[src/rtl/axil_bram_pkg.sv]
// -----------------------------------------------------------------------------
// axil_bram_pkg
// Shared definitions for the AXI4-Lite to BRAM controller:
//   state_t      - controller FSM states
//   RESP_OKAY    - AXI response code returned for every transaction
//   RESP_SLVERR  - reserved; the controller never generates an error today
// -----------------------------------------------------------------------------
package axil_bram_pkg;

  typedef enum logic [2:0] {
    IDLE    = 3'd0,
    WRITE   = 3'd1,
    WR_RESP = 3'd2,
    RD_WAIT = 3'd3,
    RD_RESP = 3'd4
  } state_t;

  localparam logic [1:0] RESP_OKAY   = 2'b00;
  localparam logic [1:0] RESP_SLVERR = 2'b10;

endpackage

[src/rtl/axil_bram_ctrl.sv]
// -----------------------------------------------------------------------------
// axil_bram_ctrl
// AXI4-Lite slave that maps single-beat reads and writes onto one port of an
// external block RAM. Exactly one transaction is in flight at any time; writes
// win over reads when both are offered in the same idle cycle.
//
// Parameters
//   ADDR_WIDTH  BRAM word-address width (byte address bits [ADDR_WIDTH+1:2])
//   DATA_WIDTH  AXI-Lite / BRAM data width
//   RD_LATENCY  BRAM read latency in cycles (1 or 2)
//
// Ports
//   axi_clock            sole clock, rising edge
//   rst                  asynchronous active-high reset
//   axil_aw*/axil_w*     write address / write data channels
//   axil_b*              write response channel (always OKAY)
//   axil_ar*/axil_r*     read address / read data channels (always OKAY)
//   bram_addr/din/we/en  BRAM port controls, driven combinationally
//   bram_dout            BRAM read data
// -----------------------------------------------------------------------------
module axil_bram_ctrl
  import axil_bram_pkg::*;
#(
  parameter int ADDR_WIDTH = 10,
  parameter int DATA_WIDTH = 32,
  parameter int RD_LATENCY = 2
) (
  input  logic                    axi_clock,
  input  logic                    rst,
  // write address
  input  logic [31:0]             axil_awaddr,
  input  logic [2:0]              axil_awprot,
  input  logic                    axil_awvalid,
  output logic                    axil_awready,
  // write data
  input  logic [DATA_WIDTH-1:0]   axil_wdata,
  input  logic [DATA_WIDTH/8-1:0] axil_wstrb,
  input  logic                    axil_wvalid,
  output logic                    axil_wready,
  // write response
  output logic [1:0]              axil_bresp,
  output logic                    axil_bvalid,
  input  logic                    axil_bready,
  // read address
  input  logic [31:0]             axil_araddr,
  input  logic [2:0]              axil_arprot,
  input  logic                    axil_arvalid,
  output logic                    axil_arready,
  // read data
  output logic [DATA_WIDTH-1:0]   axil_rdata,
  output logic [1:0]              axil_rresp,
  output logic                    axil_rvalid,
  input  logic                    axil_rready,
  // BRAM port
  output logic [ADDR_WIDTH-1:0]   bram_addr,
  output logic [DATA_WIDTH-1:0]   bram_din,
  output logic [DATA_WIDTH/8-1:0] bram_we,
  output logic                    bram_en,
  input  logic [DATA_WIDTH-1:0]   bram_dout
);

  localparam int STRB_WIDTH = DATA_WIDTH / 8;

  // Extra RD_WAIT cycles beyond the first: 0 for latency 1, 1 for latency 2.
  localparam logic RD_WAIT_EXTRA = (RD_LATENCY == 2);

  state_t                  state_q, state_d;
  logic                    aw_done_q, w_done_q;
  logic [ADDR_WIDTH-1:0]   addr_q;
  logic [DATA_WIDTH-1:0]   wdata_q;
  logic [STRB_WIDTH-1:0]   wstrb_q;
  logic [DATA_WIDTH-1:0]   rdata_q;
  logic                    rd_cnt_q;

  logic                    aw_hs, w_hs, ar_hs;
  logic [ADDR_WIDTH-1:0]   aw_word, ar_word;

  // Byte address bits below the word and above the BRAM depth are dropped, so
  // out-of-range addresses alias modulo the BRAM size.
  assign aw_word = axil_awaddr[ADDR_WIDTH+1:2];
  assign ar_word = axil_araddr[ADDR_WIDTH+1:2];

  assign aw_hs = axil_awvalid & axil_awready;
  assign w_hs  = axil_wvalid  & axil_wready;
  assign ar_hs = axil_arvalid & axil_arready;

  // Protection bits and the ignored address bits are deliberately unused.
  logic unused_ok;
  assign unused_ok = ^{axil_awprot, axil_arprot, axil_awaddr, axil_araddr};

  // ---------------------------------------------------------------------------
  // FSM: state register
  // ---------------------------------------------------------------------------
  always_ff @(posedge axi_clock or posedge rst) begin
    if (rst) begin
      state_q <= IDLE;
    end else begin
      state_q <= state_d;
    end
  end

  // ---------------------------------------------------------------------------
  // FSM: next state
  // ---------------------------------------------------------------------------
  always_comb begin
    state_d = state_q;
    unique case (state_q)
      IDLE: begin
        // A capture made in this very cycle counts, so AW+W together go
        // straight to WRITE.
        if ((aw_done_q || aw_hs) && (w_done_q || w_hs)) begin
          state_d = WRITE;
        end else if (ar_hs) begin
          state_d = RD_WAIT;
        end
      end
      WRITE:   state_d = WR_RESP;
      WR_RESP: if (axil_bready) state_d = IDLE;
      RD_WAIT: if (rd_cnt_q == 1'b0) state_d = RD_RESP;
      RD_RESP: if (axil_rready) state_d = IDLE;
      default: state_d = IDLE;
    endcase
  end

  // ---------------------------------------------------------------------------
  // FSM: outputs
  // ---------------------------------------------------------------------------
  always_comb begin
    axil_awready = 1'b0;
    axil_wready  = 1'b0;
    axil_arready = 1'b0;
    axil_bvalid  = 1'b0;
    axil_rvalid  = 1'b0;
    bram_en      = 1'b0;
    bram_we      = '0;
    bram_addr    = addr_q;
    unique case (state_q)
      IDLE: begin
        // Readies are gated by rst so they read 0 for the whole reset pulse.
        axil_awready = !rst && !aw_done_q;
        axil_wready  = !rst && !w_done_q;
        // Reads are only offered when no part of a write is present or held.
        axil_arready = !rst && !aw_done_q && !w_done_q &&
                       !axil_awvalid && !axil_wvalid;
        if (axil_arvalid && axil_arready) begin
          bram_en   = 1'b1;
          bram_addr = ar_word;
        end
      end
      WRITE: begin
        bram_en = 1'b1;
        bram_we = wstrb_q;
      end
      WR_RESP: axil_bvalid = 1'b1;
      // Keep the port enabled (address held) so a pipelined BRAM output
      // register advances during the wait.
      RD_WAIT: bram_en = 1'b1;
      RD_RESP: axil_rvalid = 1'b1;
      default: ;
    endcase
  end

  assign bram_din   = wdata_q;
  assign axil_rdata = rdata_q;
  assign axil_bresp = RESP_OKAY;
  assign axil_rresp = RESP_OKAY;

  // ---------------------------------------------------------------------------
  // Datapath: channel captures, read wait counter, read data register
  // ---------------------------------------------------------------------------
  always_ff @(posedge axi_clock or posedge rst) begin
    if (rst) begin
      aw_done_q <= 1'b0;
      w_done_q  <= 1'b0;
      addr_q    <= '0;
      wdata_q   <= '0;
      wstrb_q   <= '0;
      rdata_q   <= '0;
      rd_cnt_q  <= 1'b0;
    end else begin
      if (aw_hs) begin
        aw_done_q <= 1'b1;
        addr_q    <= aw_word;
      end
      if (w_hs) begin
        w_done_q <= 1'b1;
        wdata_q  <= axil_wdata;
        wstrb_q  <= axil_wstrb;
      end
      // ar_hs cannot coincide with aw_hs, so addr_q has a single writer per cycle.
      if (ar_hs) begin
        addr_q   <= ar_word;
        rd_cnt_q <= RD_WAIT_EXTRA;
      end
      if (state_q == RD_WAIT) begin
        if (rd_cnt_q == 1'b0) begin
          rdata_q <= bram_dout;
        end else begin
          rd_cnt_q <= 1'b0;
        end
      end
      if (state_q == WR_RESP && axil_bready) begin
        aw_done_q <= 1'b0;
        w_done_q  <= 1'b0;
      end
    end
  end

endmodule
[config.mk]
export PLATFORM = sky130hd
export DESIGN_NAME = axil_bram_ctrl
export DESIGN_NICKNAME = d
export VERILOG_FILES = /design/src/rtl/axil_bram_pkg.sv /design/src/rtl/axil_bram_ctrl.sv
export SDC_FILE = /design/constraint.sdc
export NUM_CORES = 1
export LEC_CHECK = 0
export BUFFER_PORTS_ARGS = -buffer_cell sky130_fd_sc_hd__buf_2
export CAP_MARGIN = 5
export CORE_ASPECT_RATIO = 1.25
export CORE_MARGIN = 1
export CORE_UTILIZATION = 43
export CTS_CLUSTER_DIAMETER = 150
export DETAILED_ROUTE_END_ITERATION = 8
export GPL_ROUTABILITY_DRIVEN = 0
export HOLD_SLACK_MARGIN = 0.08
export PLACE_DENSITY = 0.87
export SLEW_MARGIN = 20
export SYNTH_ARGS = -nofsm -noshare
export SYNTH_HDL_FRONTEND = slang
export SYNTH_SLANG_ARGS = --single-unit
[constraint.sdc]
create_clock -name axi_clock -period 3.4 [get_ports axi_clock]
set_input_delay 0.34 -clock axi_clock [delete_from_list [all_inputs] [get_ports axi_clock]]
set_output_delay 0.34 -clock axi_clock [all_outputs]
set_load 0.02 [all_outputs]
; Word-level counts from Yosys, hierarchy flattened
; Cells that the tools add are included.
[word_totals]
output_inout_bits = 88
wordCells = 67
inputBits = 145
reg_bits = 84
[classes]
n_eq_ne = 8
n_mux = 25
bitwise = 4
reduce_logical = 22
[ops]
columns = cell, count
row1 = 2-to-1 mux 10 bit, 4
row2 = 2-to-1 mux 3 bit, 5
row3 = case mux 3 bit (5 select lines), 1
row4 = 2-to-1 mux 1 bit, 13
row5 = logical AND 1 bit, 8
row6 = "equality test 3 x 2 -> 1 bit, second input constant", 2
row7 = "inequality test 2 bit, second input constant", 3
row8 = nonzero test 2 bit, 3
row9 = logical NOT 1 bit, 5
row10 = 2-to-1 mux 4 bit, 1
row11 = AND reduction 4 bit, 1
row12 = AND 1 bit, 3
row13 = "equality test 3 x 1 -> 1 bit, second input constant", 1
row14 = "equality test 3 bit, second input constant", 1
row15 = logical NOT 3 bit, 1
row16 = "inequality test 3 bit, second input constant", 1
row17 = logical OR 1 bit, 2
row18 = case mux 1 bit (2 select lines), 1
row19 = AND reduction 2 bit, 1
row20 = OR reduction 2 bit, 1
row21 = inverter 1 bit, 1

; Depth between registers and ports, before layout
[logic_depth]
ltp_word = 10
ltp_mapped = 6
depth_no_buf = 4

; Worst setup path after synthesis
; Ideal clock, no wire load.
[synth_timing]
path_kind = input -> register
from = input port rst
to = register state_q[0]
setup_time_ns = 0.078
stages = 4
required_time_ns = 3.322
arrival_time_ns = 2.562
path_slack_ns = 0.760
n_path_buf = 0
path_cell_list = inv_1 a21oi_1 o21ai_0 o2bb2ai_1
[synth_via]
elab_chain_cells = 9
word_cells_on_any_way = 19
classes_between = eq/ne: 1 / mux: 5 / bitwise: 3 / reduce/logical: 10
[synth_rtl]
columns = element, line_no
row1 = from (decl), axil_bram_ctrl.sv:29  ; input logic rst,
row2 = logical NOT 1 bit (no source line) (*), n/a
row3 = logical AND 1 bit, "axil_bram_ctrl.sv:140, axil_bram_ctrl.sv:143"
row4 = logical AND 1 bit (2 in series), axil_bram_ctrl.sv:143  ; axil_arready = !rst && !aw_done_q && !w_done_q &&
row5 = logical AND 1 bit, axil_bram_ctrl.sv:144  ; !axil_awvalid && !axil_wvalid;
row6 = 2-to-1 mux 1 bit, axil_bram_ctrl.sv:137  ; unique case (state_q)
row7 = AND 1 bit, axil_bram_ctrl.sv:85  ; assign ar_hs = axil_arvalid & axil_arready;
row8 = inequality test 3 bit (no source line), n/a
row9 = AND reduction 4 bit (no source line), n/a
row10 = to (signal assigned), axil_bram_ctrl.sv:98  ; state_q <= state_d;
row11 = to (decl), axil_bram_ctrl.sv:67  ; state_t state_q, state_d;
; Mark *: on every way between the ends. The rest lies on a longest branch, timed or not.
; A chain may end at the register's enable or synchronous reset.

; Worst setup path after layout
[layout_timing]
from = input port rst
to = output port bram_addr[2]
[layout_via]
elab_chain_cells = 8
[layout_rtl]
columns = element, line_no
row1 = logical NOT 1 bit (no source line), n/a
row2 = logical AND 1 bit (3 in series), axil_bram_ctrl.sv:143
row3 = logical AND 1 bit, axil_bram_ctrl.sv:144
row4 = logical AND 1 bit, axil_bram_ctrl.sv:145  ; if (axil_arvalid && axil_arready) begin
row5 = 2-to-1 mux 10 bit, axil_bram_ctrl.sv:145
row6 = 2-to-1 mux 10 bit, axil_bram_ctrl.sv:137
row7 = to (decl), axil_bram_ctrl.sv:55  ; output logic [ADDR_WIDTH-1:0] bram_addr,
; Every way passes these cells.

==> flow_metrics.tcl <==
set metrics [dict create \
    cp.arrival_ps 2300 \
    worstHoldPathType "in2reg" \
    powerDensity_nw_per_um2 931 \
    ios 233 \
    drive_above_1_share_pct 63.3 \
    tightest_slew_ps 899 \
    yosysTopAreaCellShare_pct 57.5 \
    hold_viol 0 \
    syn_inst 252 \
    critPathRequiredTime_ps 3060 \
    core_area_sq_um 8240 \
    netlist_area_sq_um 3660 \
    io_buffers 178 \
    overflow 0 \
    post-route-min-period_ps 2640 \
    dp_cells 516 \
    avgViaCountPerCell 4.73 \
    mostFrequentLayoutCells "buf_2 (178), dfrtp_1 (84), mux2_2 (48), mux2_4 (30), nand2_1 (14)" \
    drt_iter0_markers 97 \
    postSynthRegisterBits 84 \
    cts_root_buffer "clkbuf_8" \
    setup-violations-final 0 \
    startpoint_type "input port" \
    ys_seq_area_share_pct 57.5 \
    start_util_pct 44.4 \
    failed_checks "design-rule violations" \
    rows 37 \
    area_growth_pct 30.3 \
    diodes 0 \
    final_common_cell "buf_2" \
    cts_tree "built" \
    firstDrtPassIters 6 \
    antenna_found_initial 0 \
    rsz0062_at_grt "no" \
    cts_resized 0 \
    drc 12 \
    grt_pass1_wl_um 11700 \
    clk_path_buf_depth 2 \
    synth_top_cell_by_area "dfrtp_1" \
    fmax_ghz 0.379 \
    via_count 2521 \
    grt_pass1_vias 2588 \
    fin_skew_ps 3.93 \
    finalMaxSlewViolations 0 \
    routedWlPerCell_um 13.4 \
    synth.distinct_cells 28 \
    die_height_um 105 \
    numCtsBuffers 9 \
    dieArea_sq_um 8880 \
    ir_drop_mv 0.583 \
    multi_input_area_sq_um 1450 \
    detail-route-antenna-nets 0 \
    htree_levels 3 \
    nFillCells 676 \
    final_cells 533 \
    status "finished with violations" \
    drv_cap 0 \
    final.period_utilization_pct 77.6 \
    syn_area_per_cell_sq_um 14.5 \
    relSlewSlack_pct 39.9 \
    cp_max_fo 20 \
    synth_area_leaders "dfrtp_1 (57%), mux2_2 (15%), mux2_4 (12%)" \
    grt_use_total_pct 16.8 \
    grt_max_degree 68 \
    regArea_sq_um 2100 \
    p_leak_nw 2.60 \
    cp-end-kind "output pin" \
    clkTransAtPathRegs_ps 80 \
    wirelength_um 7130 \
    cts_sinks 84 \
    tns_ps 0 \
    final_nets 577 \
    worstSetupPathType "in2out" \
    dpl.hpwl_um 5270 \
    chipWidth_um 84.5 \
    synth_warnings 0 \
    insertion_delay_ps 340 \
]
## kinds of logic after synthesis
group                  count (synthesis)  share of synthesized area [%]
multiplexers                          88                           29.8
other                                  1                          0.103
buffers and inverters                 21                           3.49
AO/OA/AOI/OAI                         23                           3.46
flip-flops                            84                           57.5
AND/OR/NAND/NOR                       35                           5.64
## power by group
| part | switching [mW] | total [mW] | internal (mW) | leakage (nW) |
|---|---|---|---|---|
| registers | 0.285 | 1.78 | 1.49 | 1.02 |
| logic | 1.11 | 2.07 | 0.966 | 1.50 |
| clock network | 0.322 | 0.584 | 0.262 | 0.0735 |
| total | 1.72 | 4.43 | 2.72 | 2.60 |
## registers in the layout, summed over array words and instances, names as in the netlist
signal      count
bram_din       32
addr_q         10
axil_rdata     32
state_q         3
rd_cnt_q        1
w_done_q        1
aw_done_q       1
wstrb_q         4
## path summary, 6_finish.rpt
check                             from             to  slack (ps)  depth (start not counted)
min                        axil_bready      aw_done_q         200                          2
min reg2reg                  addr_q[5]      addr_q[5]         480                          2
max reg2reg                 state_q[0]    bram_din[3]        1280                          4
max                                rst   bram_addr[2]         760                          7
max in group asynchronous          rst   bram_din[18]        1740                          4
min in group asynchronous          rst  axil_rdata[7]         550                          3
## routing by layer
metal | GRT usage (%) | wire length [um] | up-vias
met2 | 28.8 | 3590 | 108
li1 | - | - | 1226
met4 | 7.87 | 136 | 0
met5 | 0 | 0 | -
met1 | 19.6 | 2880 | 1176
met3 | 4.42 | 526 | 11
## what timing repair did
action / 4_1_cts / 5_1_grt
hold buffers: 1 / 0
buffers inserted: 0 / 0
endpoints found under the hold margin: 17 / 0
## area by class of cell
class                      count  share of cell area [%]
clock buffer                  13                    2.91
clock inverter                 2                   0.263
inverter                       5                   0.420
multi-input combinational    150                    30.4
sequential                    84                    44.1
tap                           97                    2.55
timing repair buffer         182                    19.4
## synth_stat cells
| cell type | instances |
|---|---|
| a211oi_1 | 1 |
| a21o_1 | 1 |
| a21oi_1 | 7 |
| and2_1 | 4 |
| buf_2 | 6 |
| buf_4 | 5 |
| buf_6 | 3 |
| clkbuf_1 | 2 |
| conb_1 | 1 |
| dfrtp_1 | 84 |
| inv_1 | 5 |
| mux2_2 | 48 |
| mux2_4 | 30 |
| mux2i_1 | 10 |
| nand2_1 | 14 |
| nand2_4 | 1 |
| nand2b_1 | 1 |
| nand3b_1 | 1 |
| nand4b_1 | 1 |
| nor2_1 | 5 |
| nor2_4 | 1 |
| nor3_1 | 2 |
| nor3b_1 | 3 |
| nor4_4 | 1 |
| o211ai_1 | 1 |
| o21ai_0 | 12 |
| o2bb2ai_1 | 1 |
| or4_4 | 1 |
## metrics by stage
stage	power (mW)	worst slack (ps)	cell area, sq um	util, %	hold WS (ps)
floorplan	3.23	760	3670	-	426
global placement	3.81	1190	4600	55.8	342
detailed placement	3.88	1170	4600	55.8	350
CTS	4.49	733	4760	57.7	181
global route	4.71	652	4760	57.8	190
finish	4.43	761	4760	57.8	201
## worst max-delay path: stages
cell and delay [ps]:
dlygate4sd3_1 540, buf_2 160, nor4_4 230, nand4b_1 260, buf_4 300, mux2_2 300, buf_2 160
Power figures use the tool's default switching activity.
